### src/rtl/ble_pkg.sv
// Shared types and constants for the BLE UART frame link.
package ble_pkg;

    typedef enum logic [1:0] {IDLE, SEND, TERM, DROP} ble_tx_state_t;

    localparam logic [7:0] BLE_TERM_NL = 8'h0A;

endpackage

### src/rtl/ble_rx_word_assembler.sv
// Packs received bytes little-endian into DATA_WIDTH words; drops a partial word after an idle timeout.
module ble_rx_word_assembler #(
    parameter int DATA_WIDTH       = 16,
    parameter int RX_TIMEOUT_TICKS = 2560
) (
    input  logic                  clk_in,
    input  logic                  rst_in,
    input  logic                  tick_in,
    input  logic                  byte_valid_in,
    input  logic [7:0]            byte_data_in,
    output logic                  param_valid_out,
    output logic [DATA_WIDTH-1:0] param_data_out,
    output logic                  rx_timeout_out
);

    localparam int BYTES = DATA_WIDTH / 8;
    localparam int CW    = $clog2(BYTES) + 1;
    localparam int TW    = $clog2(RX_TIMEOUT_TICKS + 1);
    localparam logic [CW-1:0] LAST_IDX = CW'(BYTES - 1);
    localparam logic [TW-1:0] TMAX     = TW'(RX_TIMEOUT_TICKS);

    logic [CW-1:0]         count;
    logic [TW-1:0]         idle_ticks;
    logic [DATA_WIDTH-1:0] word;
    logic                  timeout_hit;

    assign timeout_hit    = (idle_ticks == TMAX) && (count != '0);
    assign param_data_out = word;

    // A byte arriving in the timeout cycle takes priority and keeps the partial word.
    always_ff @(posedge clk_in) begin
        if (rst_in) begin
            count           <= '0;
            idle_ticks      <= '0;
            word            <= '0;
            param_valid_out <= 1'b0;
            rx_timeout_out  <= 1'b0;
        end else begin
            param_valid_out <= 1'b0;
            rx_timeout_out  <= 1'b0;
            if (byte_valid_in) begin
                idle_ticks <= '0;
                for (int k = 0; k < BYTES; k++)
                    if (count == CW'(k))
                        word[8*k +: 8] <= byte_data_in;
                if (count == LAST_IDX) begin
                    count           <= '0;
                    param_valid_out <= 1'b1;
                end else begin
                    count <= count + 1'b1;
                end
            end else begin
                if (tick_in && (idle_ticks != TMAX))
                    idle_ticks <= idle_ticks + 1'b1;
                if (timeout_hit) begin
                    count          <= '0;
                    rx_timeout_out <= 1'b1;
                end
            end
        end
    end

endmodule

### src/rtl/uart_rx.sv
// 8N1 receiver sampling each bit at its centre; bytes with a bad stop bit are dropped.
module uart_rx #(
    parameter int SAMPLE_RATE = 16
) (
    input  logic       clk_in,
    input  logic       rst_in,
    input  logic       tick_in,
    input  logic       rx_in,
    output logic       valid_out,
    output logic [7:0] data_out
);

    localparam int TW = $clog2(SAMPLE_RATE) + 1;
    localparam logic [TW-1:0] HALF = TW'(SAMPLE_RATE / 2 - 1);
    localparam logic [TW-1:0] FULL = TW'(SAMPLE_RATE - 1);

    logic [1:0]    sync;
    logic          rx_s;
    logic          active;
    logic [3:0]    bit_pos;
    logic [TW-1:0] tcnt;
    logic [7:0]    sr;

    assign rx_s = sync[1];

    // bit_pos 0 is the start bit (checked at half a bit), 1..8 data, 9 stop.
    always_ff @(posedge clk_in) begin
        if (rst_in) begin
            sync      <= 2'b11;
            active    <= 1'b0;
            bit_pos   <= '0;
            tcnt      <= '0;
            valid_out <= 1'b0;
            data_out  <= '0;
        end else begin
            sync      <= {sync[0], rx_in};
            valid_out <= 1'b0;
            if (tick_in) begin
                if (!active) begin
                    if (!rx_s) begin
                        active  <= 1'b1;
                        bit_pos <= '0;
                        tcnt    <= '0;
                    end
                end else if (tcnt == ((bit_pos == 4'd0) ? HALF : FULL)) begin
                    tcnt    <= '0;
                    bit_pos <= bit_pos + 1'b1;
                    if (bit_pos == 4'd0) begin
                        if (rx_s)
                            active <= 1'b0;
                    end else if (bit_pos == 4'd9) begin
                        active <= 1'b0;
                        if (rx_s) begin
                            valid_out <= 1'b1;
                            data_out  <= sr;
                        end
                    end else begin
                        sr <= {rx_s, sr[7:1]};
                    end
                end else begin
                    tcnt <= tcnt + 1'b1;
                end
            end
        end
    end

endmodule

### src/rtl/uart_tick_generator.sv
// Free-running oversampling tick: one-cycle pulse SAMPLE_RATE times per UART bit.
module uart_tick_generator #(
    parameter int CLK_HZ      = 98_304_000,
    parameter int BAUDRATE_HZ = 115_200,
    parameter int SAMPLE_RATE = 16
) (
    input  logic clk_in,
    input  logic rst_in,
    output logic tick_out
);

    localparam int DIV = CLK_HZ / (BAUDRATE_HZ * SAMPLE_RATE);
    localparam int CW  = (DIV > 1) ? $clog2(DIV) : 1;
    localparam logic [CW-1:0] DIV_LAST = CW'(DIV - 1);

    logic [CW-1:0] cnt;

    always_ff @(posedge clk_in) begin
        if (rst_in) begin
            cnt      <= '0;
            tick_out <= 1'b0;
        end else if (cnt == DIV_LAST) begin
            cnt      <= '0;
            tick_out <= 1'b1;
        end else begin
            cnt      <= cnt + 1'b1;
            tick_out <= 1'b0;
        end
    end

endmodule

### src/rtl/uart_tx.sv
// 8N1 transmitter. Starts a byte whenever enabled while idle; done pulses once at the end of the stop bit.
module uart_tx #(
    parameter int SAMPLE_RATE = 16
) (
    input  logic       clk_in,
    input  logic       rst_in,
    input  logic       tick_in,
    input  logic       en_in,
    input  logic [7:0] data_in,
    output logic       tx_out,
    output logic       done_out
);

    localparam int TW = $clog2(SAMPLE_RATE) + 1;
    localparam logic [TW-1:0] FULL = TW'(SAMPLE_RATE - 1);

    logic          busy;
    logic [3:0]    bit_pos;
    logic [TW-1:0] tcnt;
    logic [9:0]    frame;
    logic          start;
    logic          bit_end;

    // The done cycle blocks a restart so the caller can present the next byte first.
    assign start   = !busy && en_in && !done_out;
    assign bit_end = busy && tick_in && (tcnt == FULL);
    assign tx_out  = busy ? frame[0] : 1'b1;

    always_ff @(posedge clk_in) begin
        if (rst_in) begin
            busy     <= 1'b0;
            done_out <= 1'b0;
            bit_pos  <= '0;
            tcnt     <= '0;
        end else begin
            done_out <= 1'b0;
            if (start) begin
                busy    <= 1'b1;
                bit_pos <= '0;
                tcnt    <= '0;
            end else if (busy && tick_in) begin
                if (tcnt == FULL) begin
                    tcnt <= '0;
                    if (bit_pos == 4'd9) begin
                        busy     <= 1'b0;
                        done_out <= 1'b1;
                    end else begin
                        bit_pos <= bit_pos + 1'b1;
                    end
                end else begin
                    tcnt <= tcnt + 1'b1;
                end
            end
        end
    end

    always_ff @(posedge clk_in) begin
        if (start)
            frame <= {1'b1, data_in, 1'b0};
        else if (bit_end)
            frame <= {1'b1, frame[9:1]};
    end

endmodule

### src/rtl/ble_frame_link.sv
// BLE UART link: frame-gated serialiser of feature words to little-endian bytes, plus RX word reassembly.
module ble_frame_link
    import ble_pkg::*;
#(
    parameter int         BAUDRATE_HZ      = 115_200,
    parameter int         CLK_HZ           = 98_304_000,
    parameter int         SAMPLE_RATE      = 16,
    parameter int         DATA_WIDTH       = 16,
    parameter bit         TERM_EN          = 1'b1,
    parameter logic [7:0] TERM_BYTE        = BLE_TERM_NL,
    parameter int         RX_TIMEOUT_TICKS = 16 * SAMPLE_RATE * 10
) (
    input  logic                  clk_in,
    input  logic                  rst_in,
    input  logic                  frame_enable_in,
    input  logic [DATA_WIDTH-1:0] feature_data_in,
    input  logic                  feature_valid_in,
    input  logic                  feature_last_in,
    output logic                  feature_ready_out,
    output logic [15:0]           frames_sent_out,
    output logic [15:0]           frames_dropped_out,
    output logic                  ble_valid_out,
    output logic [7:0]            ble_data_out,
    output logic                  param_valid_out,
    output logic [DATA_WIDTH-1:0] param_data_out,
    output logic                  rx_timeout_out,
    input  logic                  ble_uart_rx_in,
    output logic                  ble_uart_tx_out
);

    localparam int BYTES = DATA_WIDTH / 8;
    localparam int IW    = $clog2(BYTES) + 1;
    localparam logic [IW-1:0] LAST_IDX = IW'(BYTES - 1);

    ble_tx_state_t         state, state_n;
    logic                  mid_frame;
    logic                  last_q;
    logic [IW-1:0]         byte_idx;
    logic [DATA_WIDTH-1:0] shift;
    logic                  tick, tx_en, tx_done;
    logic [7:0]            tx_data;
    logic                  accept, load, shift_en, inc_sent, inc_drop;

    assign feature_ready_out = !rst_in && ((state == IDLE) || (state == DROP));
    assign accept            = feature_valid_in && feature_ready_out;

    uart_tick_generator #(
        .CLK_HZ      (CLK_HZ),
        .BAUDRATE_HZ (BAUDRATE_HZ),
        .SAMPLE_RATE (SAMPLE_RATE)
    ) u_tick (
        .clk_in   (clk_in),
        .rst_in   (rst_in),
        .tick_out (tick)
    );

    uart_tx #(.SAMPLE_RATE(SAMPLE_RATE)) u_tx (
        .clk_in   (clk_in),
        .rst_in   (rst_in),
        .tick_in  (tick),
        .en_in    (tx_en),
        .data_in  (tx_data),
        .tx_out   (ble_uart_tx_out),
        .done_out (tx_done)
    );

    uart_rx #(.SAMPLE_RATE(SAMPLE_RATE)) u_rx (
        .clk_in    (clk_in),
        .rst_in    (rst_in),
        .tick_in   (tick),
        .rx_in     (ble_uart_rx_in),
        .valid_out (ble_valid_out),
        .data_out  (ble_data_out)
    );

    ble_rx_word_assembler #(
        .DATA_WIDTH       (DATA_WIDTH),
        .RX_TIMEOUT_TICKS (RX_TIMEOUT_TICKS)
    ) u_asm (
        .clk_in          (clk_in),
        .rst_in          (rst_in),
        .tick_in         (tick),
        .byte_valid_in   (ble_valid_out),
        .byte_data_in    (ble_data_out),
        .param_valid_out (param_valid_out),
        .param_data_out  (param_data_out),
        .rx_timeout_out  (rx_timeout_out)
    );

    // Enable is only consulted on a frame's first word, so frames go out or vanish whole.
    always_comb begin
        state_n  = state;
        tx_en    = 1'b0;
        tx_data  = shift[7:0];
        load     = 1'b0;
        shift_en = 1'b0;
        inc_sent = 1'b0;
        inc_drop = 1'b0;
        case (state)
            IDLE: begin
                if (accept) begin
                    if (frame_enable_in || mid_frame) begin
                        load    = 1'b1;
                        state_n = SEND;
                    end else if (feature_last_in) begin
                        inc_drop = 1'b1;
                    end else begin
                        state_n = DROP;
                    end
                end
            end
            DROP: begin
                if (accept && feature_last_in) begin
                    inc_drop = 1'b1;
                    state_n  = IDLE;
                end
            end
            SEND: begin
                tx_en = 1'b1;
                if (tx_done) begin
                    if (byte_idx != LAST_IDX) begin
                        shift_en = 1'b1;
                    end else if (last_q) begin
                        if (TERM_EN) begin
                            state_n = TERM;
                        end else begin
                            inc_sent = 1'b1;
                            state_n  = IDLE;
                        end
                    end else begin
                        state_n = IDLE;
                    end
                end
            end
            TERM: begin
                tx_en   = 1'b1;
                tx_data = TERM_BYTE;
                if (tx_done) begin
                    inc_sent = 1'b1;
                    state_n  = IDLE;
                end
            end
            default: state_n = IDLE;
        endcase
    end

    always_ff @(posedge clk_in) begin
        if (rst_in) begin
            state              <= IDLE;
            mid_frame          <= 1'b0;
            last_q             <= 1'b0;
            byte_idx           <= '0;
            frames_sent_out    <= '0;
            frames_dropped_out <= '0;
        end else begin
            state <= state_n;
            if (accept)
                mid_frame <= !feature_last_in;
            if (load) begin
                last_q   <= feature_last_in;
                byte_idx <= '0;
            end else if (shift_en) begin
                byte_idx <= byte_idx + 1'b1;
            end
            if (inc_sent)
                frames_sent_out <= frames_sent_out + 16'd1;
            if (inc_drop)
                frames_dropped_out <= frames_dropped_out + 16'd1;
        end
    end

    always_ff @(posedge clk_in) begin
        if (load)
            shift <= feature_data_in;
        else if (shift_en)
            shift <= shift >> 8;
    end

endmodule

### config.mk
export PLATFORM = sky130hd
export DESIGN_NAME = ble_frame_link
export DESIGN_NICKNAME = d
export VERILOG_FILES = /design/src/rtl/ble_pkg.sv /design/src/rtl/ble_rx_word_assembler.sv /design/src/rtl/uart_rx.sv /design/src/rtl/uart_tick_generator.sv /design/src/rtl/uart_tx.sv /design/src/rtl/ble_frame_link.sv
export SDC_FILE = /design/constraint.sdc
export NUM_CORES = 1
export LEC_CHECK = 0
export CAP_MARGIN = 40
export CORE_AREA = 2 2 106 108
export DETAILED_ROUTE_END_ITERATION = 10
export DIE_AREA = 0 0 108 110
export PLACE_DENSITY = 0.8
export REMOVE_ABC_BUFFERS = 1
export SLEW_MARGIN = 20
export SYNTH_ARGS = -nofsm -noshare
export SYNTH_HDL_FRONTEND = slang
export SYNTH_SLANG_ARGS = --single-unit
### constraint.sdc
create_clock -name clk_in -period 6.8 [get_ports clk_in]
set_input_delay 1.36 -clock clk_in [delete_from_list [all_inputs] [get_ports clk_in]]
set_output_delay 1.36 -clock clk_in [all_outputs]
set_load 0.02 [all_outputs]
; ---- Yosys cells after proc, flatten, opt, wreduce, memory -nomap -nowiden
; Cells that the tools add are included.
[classes]
n_reduce_logical = 42
n_mux = 54
add_sub_neg = 10
n_bitwise = 10
n_mul = 0
eq_ne = 20
div = 0
shifts = 0
order_cmp = 0
[op_table]
columns = operator, n
row1 = "adder 16 x 1 -> 16 bit, second input constant", 2
row2 = two-way mux 16 bit, 2
row3 = two-way mux 1 bit, 28
row4 = two-way mux 2 bit, 11
row5 = two-way mux 5 bit, 4
row6 = two-way mux 9 bit, 2
row7 = AND reduction 6 bit, 3
row8 = two-way mux 4 bit, 4
row9 = nonzero test 2 bit, 7
row10 = "adder 12 x 1 -> 12 bit, second input constant", 1
row11 = "== test 12 bit, second input constant", 1
row12 = "inequality test 12 bit, second input constant", 1
row13 = OR reduction 2 bit, 6
row14 = "adder 5 x 1 -> 5 bit, second input constant", 2
row15 = inverter 1 bit, 10
row16 = logical AND 1 bit, 9
row17 = AND reduction 3 bit, 3
row18 = "adder 4 x 1 -> 4 bit, second input constant", 2
row19 = "== test 4 bit, second input constant", 2
row20 = two-way mux 8 bit, 1
row21 = "inequality test 2 x 1 -> 1 bit, second input constant", 4
row22 = "inequality test 2 bit, second input constant", 4
row23 = case mux 2 bit (4 select lines), 1
row24 = "adder 6 x 1 -> 6 bit, second input constant", 1
row25 = other kinds (15), 25
[word_totals]
mem_bits_ro = 0
ff_bits = 142
memories = 0
in_bits = 22
latchBits = 0
ramBits = 0

; ---- Depth between registers and ports, before layout
[depth]
depth_word = 7
mapped_depth = 7

; ---- By module
; Synthesis repeated with hierarchy kept, for this count alone.
[hier_totals]
cells_unflattened = 634
hier_area_um2 = 6396.1
[by_module_without_submodules]
columns = mod, instances, cells_each, area_per_inst_um2, seq_area_each_um2
row1 = ble_frame_link, 1, 258, 2539.9, 1241.2
row2 = uart_rx, 1, 127, 1352.5, 660.6
row3 = ble_rx_word_assembler, 1, 135, 1295.0, 640.6
row4 = uart_tx, 1, 84, 929.6, 480.5
row5 = uart_tick_generator, 1, 30, 279.0, 140.1

; ---- Least setup slack after synthesis
; OpenSTA, ideal clock, no wires.
[synth_path]
path_kind = in2out
start = input port rst_in
end = output port feature_ready_out
cell_stages = 5
path_buffers = 4
setup_slack_ps = 3029
t_arrival_ps = 2411
cell_sequence = buf_6 clkbuf_1 clkbuf_1 clkbuf_1 nor2_1
[synth_via]
elab_chain_cells = 2
[synth_lines]
columns = element, line
row1 = start: declaration, ble_frame_link.sv:14  ; input logic rst_in,
row2 = logical NOT 1 bit, ble_frame_link.sv:44  ; assign feature_ready_out = !rst_in && ((state == IDLE) || (state == DROP));
row3 = logical AND 1 bit, ble_frame_link.sv:44
row4 = end: declaration, ble_frame_link.sv:19  ; output logic feature_ready_out,
; Every way passes these cells.

; ---- Worst setup path after layout
; Ends and elaborated chain as after synthesis.

==> out/results.txt <==
Status -> complete, no violations
Clock transition at path regs -> 0.06 ns
Inst Count DP -> 814
Yosys warnings -> 0
Post-CTS Hold Fix Bufs -> 0
Peak supply drop -> 0.180 mV
Gpl congestion -> 0.849
Vias in the first global route -> 4635
Async set-reset flop share out of synthesis -> 0
Core area -> 10700 um2
Hold Fails Final Rpt -> 0
Via/cell ratio -> 5.64
Initial antenna violation count -> 0
Synth Instances -> 615
CTS tree -> done
Post-synth cell types -> 55
Pleak -> 2.78 nW
Seq cells post-synth -> 142
Die Y-Extent -> 110 um
Detail Placement HPWL -> 8630 um
Final #Nets -> 734
# DRC -> 0
Core Util, Final -> 0.713
Startpoint Class -> input pin
RSZ-0062 raised after global routing -> no
Die area -> 11900 um2
Max-slew violation count -> 0
Initial drt markers -> 166
Max FO, Critical Path -> 39
Post-synthesis sequential area ratio -> 0.513
Post-CTS Setup Repair Bufs -> 0
Ant. Diodes -> 0
Worst Setup SP -> rst_in
Total number of vias -> 4770
Post-synth EDFFs -> 32
Port Buffer Count -> 82
Clock buffer count from CTS -> 17
Power per cell area -> 272 nW/um2
Ys flop type -> dfxtp_1
Slew headroom -> 0.500
Row cnt -> 38
Synthesis-to-finish area growth -> 23.7%
Hold path start -> u_rx.sync[0]$_SDFF_PP1_
Fmax -> 252 MHz
Worst Path Arrival -> 2.61 ns
Worst hold path type -> flip-flop to flip-flop
Worst-skew pair later-pin latency -> 0.53 ns
Gr ovfl total -> 0
Final min period -> 3.97 ns
Antenna viol nets, final -> 0
Critical Setup Path Class -> input pin to output port
Mapped Avg Cell Area -> 10.0 um2
First-pass GRT wire length -> 20900 um
DIE WIDTH -> 108 um
Wire per inst -> 14.7 um
Critical path required time -> 5.44 ns
Clock Tree Root -> clkbuf_8
Drt pass-1 iters -> 4
Tot GR Track Use -> 0.225
Fraction of layout cells with a size suffix above 1 -> 0.0807
Fin Setup TNS -> 0 ns
Layout Cells excl Fill -> 846
Clock Sinks -> 142
Top-level I/O count -> 83
Final setup violation count -> 0
CTS Buffer Depth -> 2
Final period util -> 0.584
Cts repair resizes -> 0
H-Tree Depth -> 4
Critical path endpoint category -> output port
Slew @ Worst Pin -> 0.750 ns
Pin count of the biggest net entering global routing -> 53
Max-cap violations -> 0
Clk_skew -> 0.00709 ns
FILL cells -> 829
Reg-to-Reg Start -> state[0]$_SDFFE_PP0P_
Final wirelength -> 12400 um
Synth Cell Area -> 6170 um2
Initial core utilization -> 0.576
[worst paths after layout]
kind	end	slack (ns)	cells past startpoint
hold / removal	u_rx.sync[1]$_SDFF_PP1_	0.41	1
setup reg to reg	shift[14]$_SDFFCE_PN0P_	3.99	5
hold reg to reg	u_rx.sync[1]$_SDFF_PP1_	0.41	1
setup / recovery	feature_ready_out	2.83	3
[cells by family after synthesis]
group	count (synthesis)	share of synthesized area
flip-flops	142	0.513
adder cells (fa/ha/maj)	19	0.0386
XOR/XNOR	35	0.0497
buffers and inverters	44	0.0298
AO/OA/AOI/OAI	88	0.0921
AND/OR/NAND/NOR	252	0.218
multiplexers	35	0.0593
[critical path: stages]
cell and delay (ns):
buf_2 0.57, nor2_1 0.10, clkdlybuf4s50_1 0.56
[report_power, final]
| group | leakage, nW | total (mW) | internal, mW | switching (mW) |
|---|---|---|---|---|
| logic | 1.32 | 0.235 | 0.0973 | 0.137 |
| registers | 1.18 | 0.946 | 0.923 | 0.0223 |
| clock network | 0.278 | 0.891 | 0.565 | 0.327 |
| total | 2.78 | 2.07 | 1.59 | 0.486 |
[metrics by stage]
| step | hold slack, ns | setup slack, ns | power (mW) | area (um2) |
|---|---|---|---|---|
| 6_report | 0.412 | 2.83 | 2.07 | 7630 |
| 5_1_grt | 0.423 | 2.76 | 2.15 | 7630 |
| 4_1_cts | 0.417 | 2.81 | 2.09 | 7630 |
| 3_5_place_dp | 0.399 | 2.79 | 1.20 | 7060 |
| 3_3_place_gp | 0.400 | 2.82 | 1.18 | 7060 |
| 2_1_floorplan | 0.389 | 3.80 | 1.12 | 6050 |
[layout by cell type (no fill, tap or decap), drive strengths merged, types with 6 or more instances in the layout]
master         Yosys  layout
edfxtp            32      32
nand3             22      22
mux2              12      12
o21ai             26      26
a21oi             32      32
and2              12      12
nand2             32      32
mux2i             23      23
nor2              76      76
xnor2             16      16
and3               7       7
ha                19      19
clkbuf            22      24
dfxtp            110     110
nand4             23      23
clkdlybuf4s50      0      81
nand2b             9       9
nor3              14      14
xor2              19      19
or3               12      12
nor4               6       6
inv               17      17
nor3b              6       6
[cell type report]
cell class	count	area, um2	share of cell area
clock inverters	8	114	0.0149
repair buffers	86	843	0.111
multi-input cells	429	2820	0.370
clock buffers	24	450	0.0590
flip-flops and latches	142	3160	0.415
inverters	17	63.8	0.00836
well taps	140	175	0.0230
[synth_stat cells, drive strengths merged (6+ instances only)]
library cell | instances | area [um2]
a21oi | 32 | 160
nor4 | 6 | 37.5
and3 | 7 | 43.8
xnor2 | 16 | 140
ha | 19 | 238
or3 | 12 | 75.1
edfxtp | 32 | 961
nor2 | 76 | 285
xor2 | 19 | 166
dfxtp | 110 | 2200
o21ai | 26 | 130
clkbuf | 22 | 82.6
and2 | 12 | 75.1
nand2b | 9 | 56.3
nor3b | 6 | 60.1
mux2i | 23 | 230
nand2 | 32 | 120
nand4 | 23 | 144
inv | 17 | 63.8
nand3 | 22 | 110
nor3 | 14 | 70.1
mux2 | 12 | 135
[routing by layer]
layer / wire [um] / track usage / vias to the layer above
met5: 0 / 0 / -
met4: 225 / 0.0989 / 0
met3: 463 / 0.0705 / 22
met2: 6530 / 0.395 / 112
met1: 5220 / 0.253 / 2283
li1: - / - / 2353
[sequential cells by signal, summed over array words and instances (netlist names), 4 cells and up]
| signal | count |
|---|---|
| u_tx.frame | 9 |
| shift | 16 |
| u_rx.data_out | 8 |
| u_tick.cnt | 6 |
| u_rx.sr | 8 |
| u_asm.param_data_out | 16 |
| u_tx.bit_pos | 4 |
| u_asm.idle_ticks | 12 |
| u_rx.bit_pos | 4 |
| u_rx.tcnt | 5 |
| u_tx.tcnt | 5 |
| frames_sent_out | 16 |
| frames_dropped_out | 16 |
No activity file was read; power rests on OpenSTA's default activity.
